## src/rtl/dispatch_ctrl_pkg.sv

```systemverilog
// Shared types and helpers for the dispatch/rename sequencer and the ROB.
package dispatch_ctrl_pkg;

  // Speculation state: non-speculative, one unresolved branch, squash cycle.
  typedef enum logic [1:0] {
    IDLE    = 2'd0,
    SPEC    = 2'd1,
    RECOVER = 2'd2
  } DISPATCH_STATE;

  // Next ROB tag in program order; tags run 1..rob_size, 0 is reserved.
  function automatic int unsigned tag_inc(input int unsigned tag, input int unsigned rob_size);
    return (tag >= rob_size) ? 32'd1 : tag + 32'd1;
  endfunction

endpackage

```

## src/rtl/dispatch_ctrl_alloc.sv

```systemverilog
// ROB tag allocator: tail pointer, branch checkpoint, speculative allocation
// count and occupancy, including rollback on misprediction.
module rob_tag_alloc
  import dispatch_ctrl_pkg::*;
#(
  parameter int unsigned ROB_SIZE    = 8,
  parameter int unsigned ROB_TAG_LEN = $clog2(ROB_SIZE + 1)
) (
  input  logic                   clock_i,
  input  logic                   reset_i,
  input  logic                   accept_i,
  input  logic                   branch_idle_i,
  input  logic                   spec_accept_i,
  input  logic                   mispredict_i,
  input  logic                   commit_valid_i,
  output logic [ROB_TAG_LEN-1:0] tail_o,
  output logic [ROB_TAG_LEN:0]   rob_count_o
);

  localparam int unsigned CW = ROB_TAG_LEN + 1;

  logic [ROB_TAG_LEN-1:0] tail_q, tail_d;
  logic [ROB_TAG_LEN-1:0] br_tag_q, br_tag_d;
  logic [CW-1:0]          spec_alloc_q, spec_alloc_d;
  logic [CW-1:0]          rob_count_q, rob_count_d;
  logic                   commit_eff;

  // Next-state arithmetic; a mispredict overrides any same-cycle accept,
  // which is squashed along with everything allocated after the branch.
  always_comb begin
    commit_eff   = commit_valid_i & (rob_count_q != '0);
    tail_d       = tail_q;
    br_tag_d     = br_tag_q;
    spec_alloc_d = spec_alloc_q;
    rob_count_d  = rob_count_q + CW'(accept_i) - CW'(commit_eff);
    if (mispredict_i) begin
      tail_d       = ROB_TAG_LEN'(tag_inc(32'(br_tag_q), ROB_SIZE));
      rob_count_d  = rob_count_q - spec_alloc_q - CW'(commit_eff);
      spec_alloc_d = '0;
    end else begin
      if (accept_i) begin
        tail_d = ROB_TAG_LEN'(tag_inc(32'(tail_q), ROB_SIZE));
      end
      if (branch_idle_i) begin
        br_tag_d     = tail_q;
        spec_alloc_d = '0;
      end else if (spec_accept_i) begin
        spec_alloc_d = spec_alloc_q + CW'(1);
      end
    end
  end

  // Allocator state registers.
  always_ff @(posedge clock_i or posedge reset_i) begin
    if (reset_i) begin
      tail_q       <= ROB_TAG_LEN'(1);
      br_tag_q     <= '0;
      spec_alloc_q <= '0;
      rob_count_q  <= '0;
    end else begin
      tail_q       <= tail_d;
      br_tag_q     <= br_tag_d;
      spec_alloc_q <= spec_alloc_d;
      rob_count_q  <= rob_count_d;
    end
  end

  assign tail_o      = tail_q;
  assign rob_count_o = rob_count_q;

endmodule

```

## src/rtl/dispatch_ctrl.sv

```systemverilog
// Dispatch/rename sequencer: in-order ROB tag allocation, map-table rename
// write, single-branch speculation FSM and one-cycle squash on mispredict.
// Optional debug counters enabled by defining DISPATCH_CTRL_STATS_EN.
module dispatch_ctrl
  import dispatch_ctrl_pkg::*;
#(
  parameter int unsigned ROB_SIZE    = 8,
  parameter int unsigned ROB_TAG_LEN = $clog2(ROB_SIZE + 1)
) (
  input  logic                   clock,
  input  logic                   reset,
  input  logic                   dispatch_valid,
  input  logic [4:0]             dispatch_rd,
  input  logic                   dispatch_is_branch,
  output logic                   dispatch_ready,
  output logic                   mt_enable,
  output logic [4:0]             mt_rd,
  output logic [ROB_TAG_LEN-1:0] mt_rob_entry,
  input  logic                   commit_valid,
  input  logic                   resolve_valid,
  input  logic                   resolve_mispredict,
  output logic                   branch_speculating,
  output logic                   branch_determined,
  output logic                   branch_misprediction,
  output logic                   squash,
  output logic [ROB_TAG_LEN:0]   rob_count,
  output logic [31:0]            stall_cycles,
  output logic [31:0]            mispredict_count
);

  localparam logic [ROB_TAG_LEN:0] ROB_SIZE_C = (ROB_TAG_LEN + 1)'(ROB_SIZE);

  DISPATCH_STATE          state_q, state_d;
  logic                   accept;
  logic [ROB_TAG_LEN-1:0] tail;

  rob_tag_alloc #(
    .ROB_SIZE    (ROB_SIZE),
    .ROB_TAG_LEN (ROB_TAG_LEN)
  ) u_alloc (
    .clock_i        (clock),
    .reset_i        (reset),
    .accept_i       (accept),
    .branch_idle_i  (accept & dispatch_is_branch & (state_q == IDLE)),
    .spec_accept_i  (accept & (state_q == SPEC)),
    .mispredict_i   (branch_misprediction),
    .commit_valid_i (commit_valid),
    .tail_o         (tail),
    .rob_count_o    (rob_count)
  );

  // State register.
  always_ff @(posedge clock or posedge reset) begin
    if (reset) state_q <= IDLE;
    else       state_q <= state_d;
  end

  // Next-state logic.
  always_comb begin
    state_d = state_q;
    unique case (state_q)
      IDLE:    if (accept && dispatch_is_branch) state_d = SPEC;
      SPEC:    if (resolve_valid) state_d = resolve_mispredict ? RECOVER : IDLE;
      RECOVER: state_d = IDLE;
      default: state_d = IDLE;
    endcase
  end

  // Output decode: handshake, rename write and branch signals.
  always_comb begin
    dispatch_ready       = !reset && (rob_count < ROB_SIZE_C) &&
                           ((state_q == IDLE) || ((state_q == SPEC) && !dispatch_is_branch));
    accept               = dispatch_valid & dispatch_ready;
    mt_enable            = accept;
    mt_rd                = accept ? dispatch_rd : '0;
    mt_rob_entry         = accept ? tail : '0;
    branch_speculating   = (state_q == SPEC);
    squash               = (state_q == RECOVER);
    branch_determined    = resolve_valid & (state_q == SPEC);
    branch_misprediction = branch_determined & resolve_mispredict;
  end

`ifdef DISPATCH_CTRL_STATS_EN
  logic [31:0] stall_q, stall_d, mispred_q, mispred_d;

  // Saturating debug counters.
  always_comb begin
    stall_d   = stall_q;
    mispred_d = mispred_q;
    if (dispatch_valid && !dispatch_ready && (stall_q != '1)) stall_d = stall_q + 32'd1;
    if (branch_misprediction && (mispred_q != '1))            mispred_d = mispred_q + 32'd1;
  end

  // Counter registers.
  always_ff @(posedge clock or posedge reset) begin
    if (reset) begin
      stall_q   <= '0;
      mispred_q <= '0;
    end else begin
      stall_q   <= stall_d;
      mispred_q <= mispred_d;
    end
  end

  assign stall_cycles     = stall_q;
  assign mispredict_count = mispred_q;
`else
  assign stall_cycles     = '0;
  assign mispredict_count = '0;
`endif

endmodule

```

## config.mk

```make
export PLATFORM = sky130hd
export DESIGN_NAME = dispatch_ctrl
export DESIGN_NICKNAME = d
export VERILOG_FILES = /design/src/rtl/dispatch_ctrl_pkg.sv /design/src/rtl/dispatch_ctrl_alloc.sv /design/src/rtl/dispatch_ctrl.sv
export SDC_FILE = /design/constraint.sdc
export NUM_CORES = 1
export LEC_CHECK = 0
export CORE_ASPECT_RATIO = 0.9
export CORE_UTILIZATION = 35
export CTS_CLUSTER_SIZE = 12
export DETAILED_ROUTE_END_ITERATION = 7
export PLACE_DENSITY = 0.77
export SYNTH_ARGS = -nofsm -noshare
export SYNTH_HDL_FRONTEND = slang
export SYNTH_SLANG_ARGS = --single-unit
export TNS_END_PERCENT = 1
```

## constraint.sdc

```tcl
create_clock -name clock -period 2.8 [get_ports clock]
set_input_delay 0.84 -clock clock [delete_from_list [all_inputs] [get_ports clock]]
set_output_delay 0.84 -clock clock [all_outputs]
set_load 0.01 [all_outputs]
```

Word-level counts from Yosys, hierarchy flattened
Cells that the tools add are included.
Operators by class
  add/subtract/negate cells: 7
  magnitude comparators: 3
  equality and inequality tests: 4
  multiplexer cells: 14
  bitwise operators: 8
  reductions and logical operators: 13
Operator list (number)
  $mux 5: 5
  $mux 4: 5
  $sub 5x1->5: 2
  $add 4x1->4 const B: 2
  $ge 4x4->1 const B: 2
  $and 1x1->1: 7
  $mux 2: 3
  $add 5x1->5: 1
  $add 5x1->5 const B: 1
  $lt 5x4->1 const B: 1
  $reduce_bool 5->1: 1
  $sub 5x5->5: 1
  $logic_and 1x1->1: 4
  $ne 2x2->1 const B: 2
  $pmux 2 s2: 1
  $reduce_and 2->1: 2
  $reduce_bool 3->1: 1
  $eq 2x1->1 const B: 1
  $eq 2x2->1 const B: 1
  $logic_not 1->1: 2
  $logic_not 2->1: 1
  $reduce_bool 2->1: 1
  $logic_or 1x1->1: 1
  $not 1->1: 1
Word-level totals
  register bits: 20
  input bits: 12
  output and inout port bits: 84
  logic and storage cells: 54

Logic depth before layout (Yosys ltp)
Gate-level depths: netlist (run 1).
  depth in word-level cells: 9
  depth in mapped cells: 14
  mapped depth without buffers: 14

Cells and area by module
A second synthesis (run 1) with hierarchy kept.
Unflattened totals
  cell total of the unflattened synthesis: 227
  area total of the unflattened synthesis: 2031.9 µm²
By module, submodules not included
  rob_tag_alloc: instances 1, cells an instance 123, area each 1238.7 µm², seq. area each 451.7 µm²
  dispatch_ctrl: instances 1, cells an instance 104, area each 793.3 µm², seq. area each 50.0 µm²

Worst setup path after synthesis (run 1)
OpenSTA, ideal clock, no wires.
  path type: input to register
  start: in reset
  end: reg u_alloc.rob_count_q[4], in the netlist u_alloc.rob_count_o[4]
  data arrival time: 2546 ps
  slack: 128 ps
  stages: 10
  buffers on the path: 0
  path through: and4bb_4 > nand2_2 > inv_1 > ha_1 > inv_1 > fa_1 > nand2b_1 > a21oi_1 > xor2_1 > mux2i_1
Between the ends
  word-level cells in the longest chain between the ends: 7
RTL lines
  start, declared: line dispatch_ctrl.sv:11  | input logic reset,
  $logic_not 1->1 (no source line)
  $logic_and 1x1->1 (2 in series): line dispatch_ctrl.sv:71  | dispatch_ready = !reset && (rob_count < ROB_SIZE_C) &&
  $and 1x1->1: line dispatch_ctrl.sv:73  | accept = dispatch_valid & dispatch_ready;
  via mt_enable: line dispatch_ctrl.sv:16  | output logic mt_enable,
  $add 5x1->5: line dispatch_ctrl_alloc.sv:35  | rob_count_d = rob_count_q + CW'(accept_i) - CW'(commit_eff);
  $sub 5x1->5: line dispatch_ctrl_alloc.sv:35
  $mux 5: line dispatch_ctrl_alloc.sv:36  | if (mispredict_i) begin
  via u_alloc.rob_count_d[4]: line dispatch_ctrl_alloc.sv:25  | logic [CW-1:0] rob_count_q, rob_count_d;
  end signal, assigned: line dispatch_ctrl_alloc.sv:64  | rob_count_q <= rob_count_d;
  end, declared: line dispatch_ctrl_alloc.sv:25
The timed path passes the listed nets, and every way through them passes these cells.
A chain may end at the register's enable or synchronous reset.

Worst setup path in the final report (run 1)
  start: in reset
  end: out mt_rob_entry[2]
Between the ends
  word-level cells in the longest chain between the ends: 5
RTL lines
  $logic_not 1->1 (no source line)
  $logic_and 1x1->1 (2 in series): line dispatch_ctrl.sv:71
  $and 1x1->1: line dispatch_ctrl.sv:73
  $mux 4: line dispatch_ctrl.sv:76  | mt_rob_entry = accept ? tail : '0;
  end, declared: line dispatch_ctrl.sv:18  | output logic [ROB_TAG_LEN-1:0] mt_rob_entry,
No other way between the ends.

==> reports/results.ini, run 1 <==
[final_layout]
syn_to_final_growth_pct = 15.5
final_nets = 314
final_cells = 349
final_cell_area_mm2 = 0.00231
utilization_pct = 42.9
final_common_cell = conb_1
final_cell_mix = 64 x conb_1, 23 x inv_1, 20 x buf_4
antenna_cells = 0
drive_above_1_share_pct = 16.3

[placed_design]
routabilityCongestion = 0.857
portBuffers = 31
place_inst = 340
place_area_mm2 = 0.00223
dp_hpwl_mm = 3.03

[floorplanning]
coreArea_mm2 = 0.00538
ios = 96
start_util_pct = 37.1
dieArea_mm2 = 0.00602
die_h_um = 73.7
rows = 25
die_w_um = 81.6

[pwr]
finalPower_uw = 1710
powerDensity_mw_per_mm2 = 742
ir_drop_mv = 0.353
leakagePower_uw = 0.00126

[synth]
ys_warn_count = 0
syn_area_mm2 = 0.00200
ys_seq_elements = 20
synth_edf_count = 0
synth_ff_type = dfrtp_1
yosysTopAreaCell = buf_4
synth-seq-area-share_pct = 25.1
synthCells = 231
synth_top_area_share_pct = 24.0
yosys-top-cells-area = buf_4 24%, dfrtp_1 24%, ha_1 10%
async_flop_share_pct = 100
synth_area_per_cell_um2 = 8.65
ys_types = 42

[global_routing]
grt-ovfl-total = 0
antenna_found_initial = 0
grt_pass1_wl_mm = 6.47
grtUsageTotal_pct = 13.8
grt_max_degree = 21
grt_pass1_vias = 1394

[routing]
vias = 1538
drc = 0
via_per_inst = 4.41
dr.pass1.iters = 4
totalWireLength_mm = 4.02
postRouteAntennaNets = 0
routedWlPerCell_um = 11.5
drt_iter0_drc = 42

[clock_network]
postCtsHoldBufs = 0
clock_latency_ps = 260
ctsHtreeMaxLevel = 1
clockBufferDepth = 2
cts_root_buf = clkbuf_8
clkSlewWorstSetupHoldPaths_ps = 70
numClockSinks = 20
tritoncts = yes
numCtsBuffers = 3

[timing]
fmaxAchievable_ghz = 0.364
finalHoldViolCount = 0
finalCritPeriodShare_pct = 98.0
rsz0062_at_grt = yes
setup_viol = 0
final_max_slew_viol_count = 0
period_needed_ps = 2750
skew_ps = 4.29

[worst_hold_path]
min_path_type = register to register

[critical_path]
max_stage_delay_ps = 370
cpLargestDelayFamily = simple AND/OR/NAND/NOR gates
crit_buf_inv = 2
crit_type = input pin to output pin
cp.arrival_ps = 1910
path_max_fanout = 4
start_kind = input pin
cp.required_ps = 1960
critPathSlowestCell = and4bb_4
path_cells = dlygate4sd2_1 > and4bb_4 > and3_4 > clkdlybuf4s15_1
endpoint_kind = output pin

[job]
maxCapViolations = 0

[status]
status = finished clean

[path summary, 6_finish.rpt]
kind                                    startpoint                 endpoint  slack [ps]  cells past startpoint
setup reg to reg            u_alloc.rob_count_o[2]   u_alloc.rob_count_o[4]         200                     14
hold reg to reg            u_alloc.spec_alloc_q[2]  u_alloc.spec_alloc_q[2]         550                      1
max in group asynchronous                    reset        u_alloc.tail_o[0]        1610                      4
min in group asynchronous                    reset               state_q[1]         910                      4
setup / recovery                             reset          mt_rob_entry[2]          50                      4
hold / removal             u_alloc.spec_alloc_q[2]  u_alloc.spec_alloc_q[2]         550                      1
[sequential cells by signal, summed over array words and instances (netlist names)]
signal,flops
u_alloc.rob_count_o,5
u_alloc.br_tag_q,4
state_q,2
u_alloc.tail_o,4
u_alloc.spec_alloc_q,5
[layer usage]
metal / global-route usage [%] / vias to the layer above / wire (µm)
met5: 0 / - / 0
met4: 2.73 / 0 / 41
met3: 2.11 / 4 / 224
met2: 23.4 / 60 / 1960
met1: 18.6 / 737 / 1800
li1: - / 737 / -
[power breakdown]
part           switching [µW]  internal, µW
sequential                100           396
clock                    98.5           101
combinational             531           485
[stage by stage]
stage	setup TNS [ps]	worst slack, ps	hold WS [ps]
global placement	-5280	-460	521
detailed placement	-5400	-471	535
CTS	0	2.67	546
floorplan	0	128	494
global route	-82.2	-55.4	567
finish	0	54.9	549
[area by class of cell]
| class | count | area [µm²] |
|---|---|---|
| multi-input combinational | 183 | 1170 |
| inverter | 25 | 93.8 |
| tap | 67 | 83.8 |
| fill | 549 | 3070 |
| timing repair buffer | 50 | 415 |
| clock buffer | 4 | 45.0 |
| sequential | 20 | 502 |
[what timing repair did]
item	CTS	global route
cloned	1	0
pin swaps	1	1
gates resized for setup	29	9
setup endpoints to repair	14	6
buffers inserted	3	1
[Yosys cell counts (2+ instances only)]
library cell   n
a31oi_1        3
dfrtp_1       19
and3_1         7
nand2_2        3
fa_1           3
ha_1          16
xnor2_1        6
nand3b_1       2
mux2i_1        3
xor2_1         3
nand4b_1       2
nand2_1       10
inv_1         24
o21ai_1        2
mux2_2         2
o21ai_0        6
nand3_1        4
nor2b_1        3
buf_4         64
a21oi_1       17
buf_6          2
nor2_1        10
[logic make-up (layout without fill, tap and decap cells)]
family | Yosys count | in the layout | synth area share, %
AOI/OAI and AO/OA | 36 | 36 | 10.5
adders and majority gates | 19 | 19 | 13.0
xor gates and xnor gates | 9 | 9 | 3.95
and+or+nand+nor | 49 | 50 | 14.5
other | 1 | 64 | 0.188
buffers and inverters | 92 | 79 | 30.1
DFF | 20 | 20 | 25.1
muxes | 5 | 5 | 2.63
Note: power is estimated with default switching activity, not from simulation.
==> inputs of run 2 (changes only) <==
--- a/config.mk
+++ b/config.mk
@@ -13,4 +13,4 @@
 export SYNTH_ARGS = -nofsm -noshare
 export SYNTH_HDL_FRONTEND = slang
 export SYNTH_SLANG_ARGS = --single-unit
-export TNS_END_PERCENT = 1
+export TNS_END_PERCENT = 50
==> run 2 against run 1 <==
Net effect: largest cell class unchanged; sequential share of layout area did not move; via count fell by 1.4%; worst setup slack got worse by 1.5 ps; global-route usage did not move; hold slack improved by 5.1 ps; clock power barely moved; register-to-register slack barely moved; final cell count did not move; highest routed layer unchanged.
==> reports/results.ini, run 2 (synthesis gave the netlist of run 1 again) <==
[status]
status = finished clean

[routing]
drc = 0
drt_iter0_drc = 48
routedWlPerCell_um = 11.5
postRouteAntennaNets = 0
vias = 1517
totalWireLength_mm = 4.02
via_per_inst = 4.35
dr.pass1.iters = 4

[clock_network]
clock_latency_ps = 260
tritoncts = yes
postCtsHoldBufs = 0
clkSlewWorstSetupHoldPaths_ps = 70
ctsHtreeMaxLevel = 1
cts_root_buf = clkbuf_8
numClockSinks = 20
clockBufferDepth = 2
numCtsBuffers = 3

[critical_path]
path_max_fanout = 4
start_kind = input pin
worstSetupEndpoint = mt_rob_entry[2]
r2r-start = u_alloc.rob_count_o[3]
path_cells = dlygate4sd2_1 > and4bb_4 > and3_4 > clkdlybuf4s15_1
cp.arrival_ps = 1910
endpoint_kind = output pin
crit_type = input pin to output pin
critPathSlowestCell = and4bb_4
reg2reg_depth = 14
cp.required_ps = 1960
r2r_end = u_alloc.rob_count_o[4]
timing.reg2reg.setup_slack_ps = 200
max_stage_delay_ps = 370
critPathLaunch = reset

[floorplanning]
dieArea_mm2 = 0.00602
ios = 96
rows = 25
start_util_pct = 37.1
die_h_um = 73.7
coreArea_mm2 = 0.00538
die_w_um = 81.6

[final_layout]
antenna_cells = 0
final_common_cell = conb_1
final_nets = 314
final_cell_area_mm2 = 0.00231
drive_above_1_share_pct = 16.3
final_cell_mix = 64 x conb_1, 23 x inv_1, 20 x buf_4
syn_to_final_growth_pct = 15.5

[timing]
rsz0062_at_grt = yes
worst_slack_ps = 53.4
setup_viol = 0
finalCritPeriodShare_pct = 98.1
finalHoldViolCount = 0
hold_slack_ps = 554
fmaxAchievable_ghz = 0.364
period_needed_ps = 2750
skew_ps = 4.05
final_max_slew_viol_count = 0

[global_routing]
grt_pass1_wl_mm = 6.47
grtUsageTotal_pct = 13.8
grt_pass1_vias = 1394
antenna_found_initial = 0
grt-ovfl-total = 0
grt_max_degree = 21

[pwr]
internal-power_uw = 983
finalPower_uw = 1710
clkPwrFrac_pct = 11.6
ir_drop_mv = 0.353
p_sw_uw = 729
leakagePower_uw = 0.00126
swShare_pct = 42.6
seqPwrFrac_pct = 29.1
powerDensity_mw_per_mm2 = 742
p_comb_share_pct = 59.3

[placed_design]
place_area_mm2 = 0.00223
place_ws_ps = -471
portBuffers = 31
dp_hpwl_mm = 3.03
routabilityCongestion = 0.857

[worst_hold_path]
min_path_type = register to register
min_path_cells = 1

[job]
maxCapViolations = 0

## run 2: metrics by stage
step                TNS (ps)  utilization, %  std cells
global route           -82.2            42.9        349
floorplan                  0               -        294
global placement       -5280            41.5        340
CTS                        0            42.8        348
detailed placement     -5400            41.5        340
finish                     0            42.9        349
## run 2: worst min-delay path by stage
stage | from | end | slack, ps
floorplan | u_alloc.br_tag_q[1] | u_alloc.br_tag_q[1] | 490
global placement | u_alloc.br_tag_q[3] | u_alloc.br_tag_q[3] | 520
detailed placement | u_alloc.br_tag_q[3] | u_alloc.br_tag_q[3] | 530
CTS | u_alloc.spec_alloc_q[2] | u_alloc.spec_alloc_q[2] | 550
global route | u_alloc.spec_alloc_q[4] | u_alloc.spec_alloc_q[4] | 570
finish | u_alloc.spec_alloc_q[2] | u_alloc.spec_alloc_q[2] | 550
## run 2: cell type report
| type | count | area, µm² |
|---|---|---|
| clock buffers | 4 | 45.0 |
| fillers | 549 | 3070 |
| inverters | 25 | 93.8 |
| multi-input cells | 183 | 1170 |
| flip-flops and latches | 20 | 502 |
| well taps | 67 | 83.8 |
| repair buffers | 50 | 415 |
## run 2: routing by layer
metal / wire [µm] / share of wire (%) / track usage [%] / up-vias
li1: - / - / - / 736
met1: 1780 / 44 / 18.6 / 719
met2: 1980 / 49 / 23.4 / 58
met3: 213 / 5.3 / 2.11 / 4
met4: 41 / 1.0 / 2.73 / 0
met5: 0 / 0 / 0 / -
## run 2: what timing repair did
action	CTS	global route
buffers inserted	3	1
gates resized for setup	29	9
setup endpoints to repair	14	6
pin swaps	1	1
cloned	1	0
## run 2: critical path: cells and delay by family
kind	cells	cell delay, ps
simple gates	2	560
buf+inv	2	500
## run 2: power groups by stage
stage	clock (µW)	sequential [µW]	combinational, µW
2_1_floorplan	0	503	712
3_3_place_gp	0	492	952
3_5_place_dp	0	498	990
4_1_cts	204	496	1010
5_1_grt	215	515	1150
6_report	199	497	1020
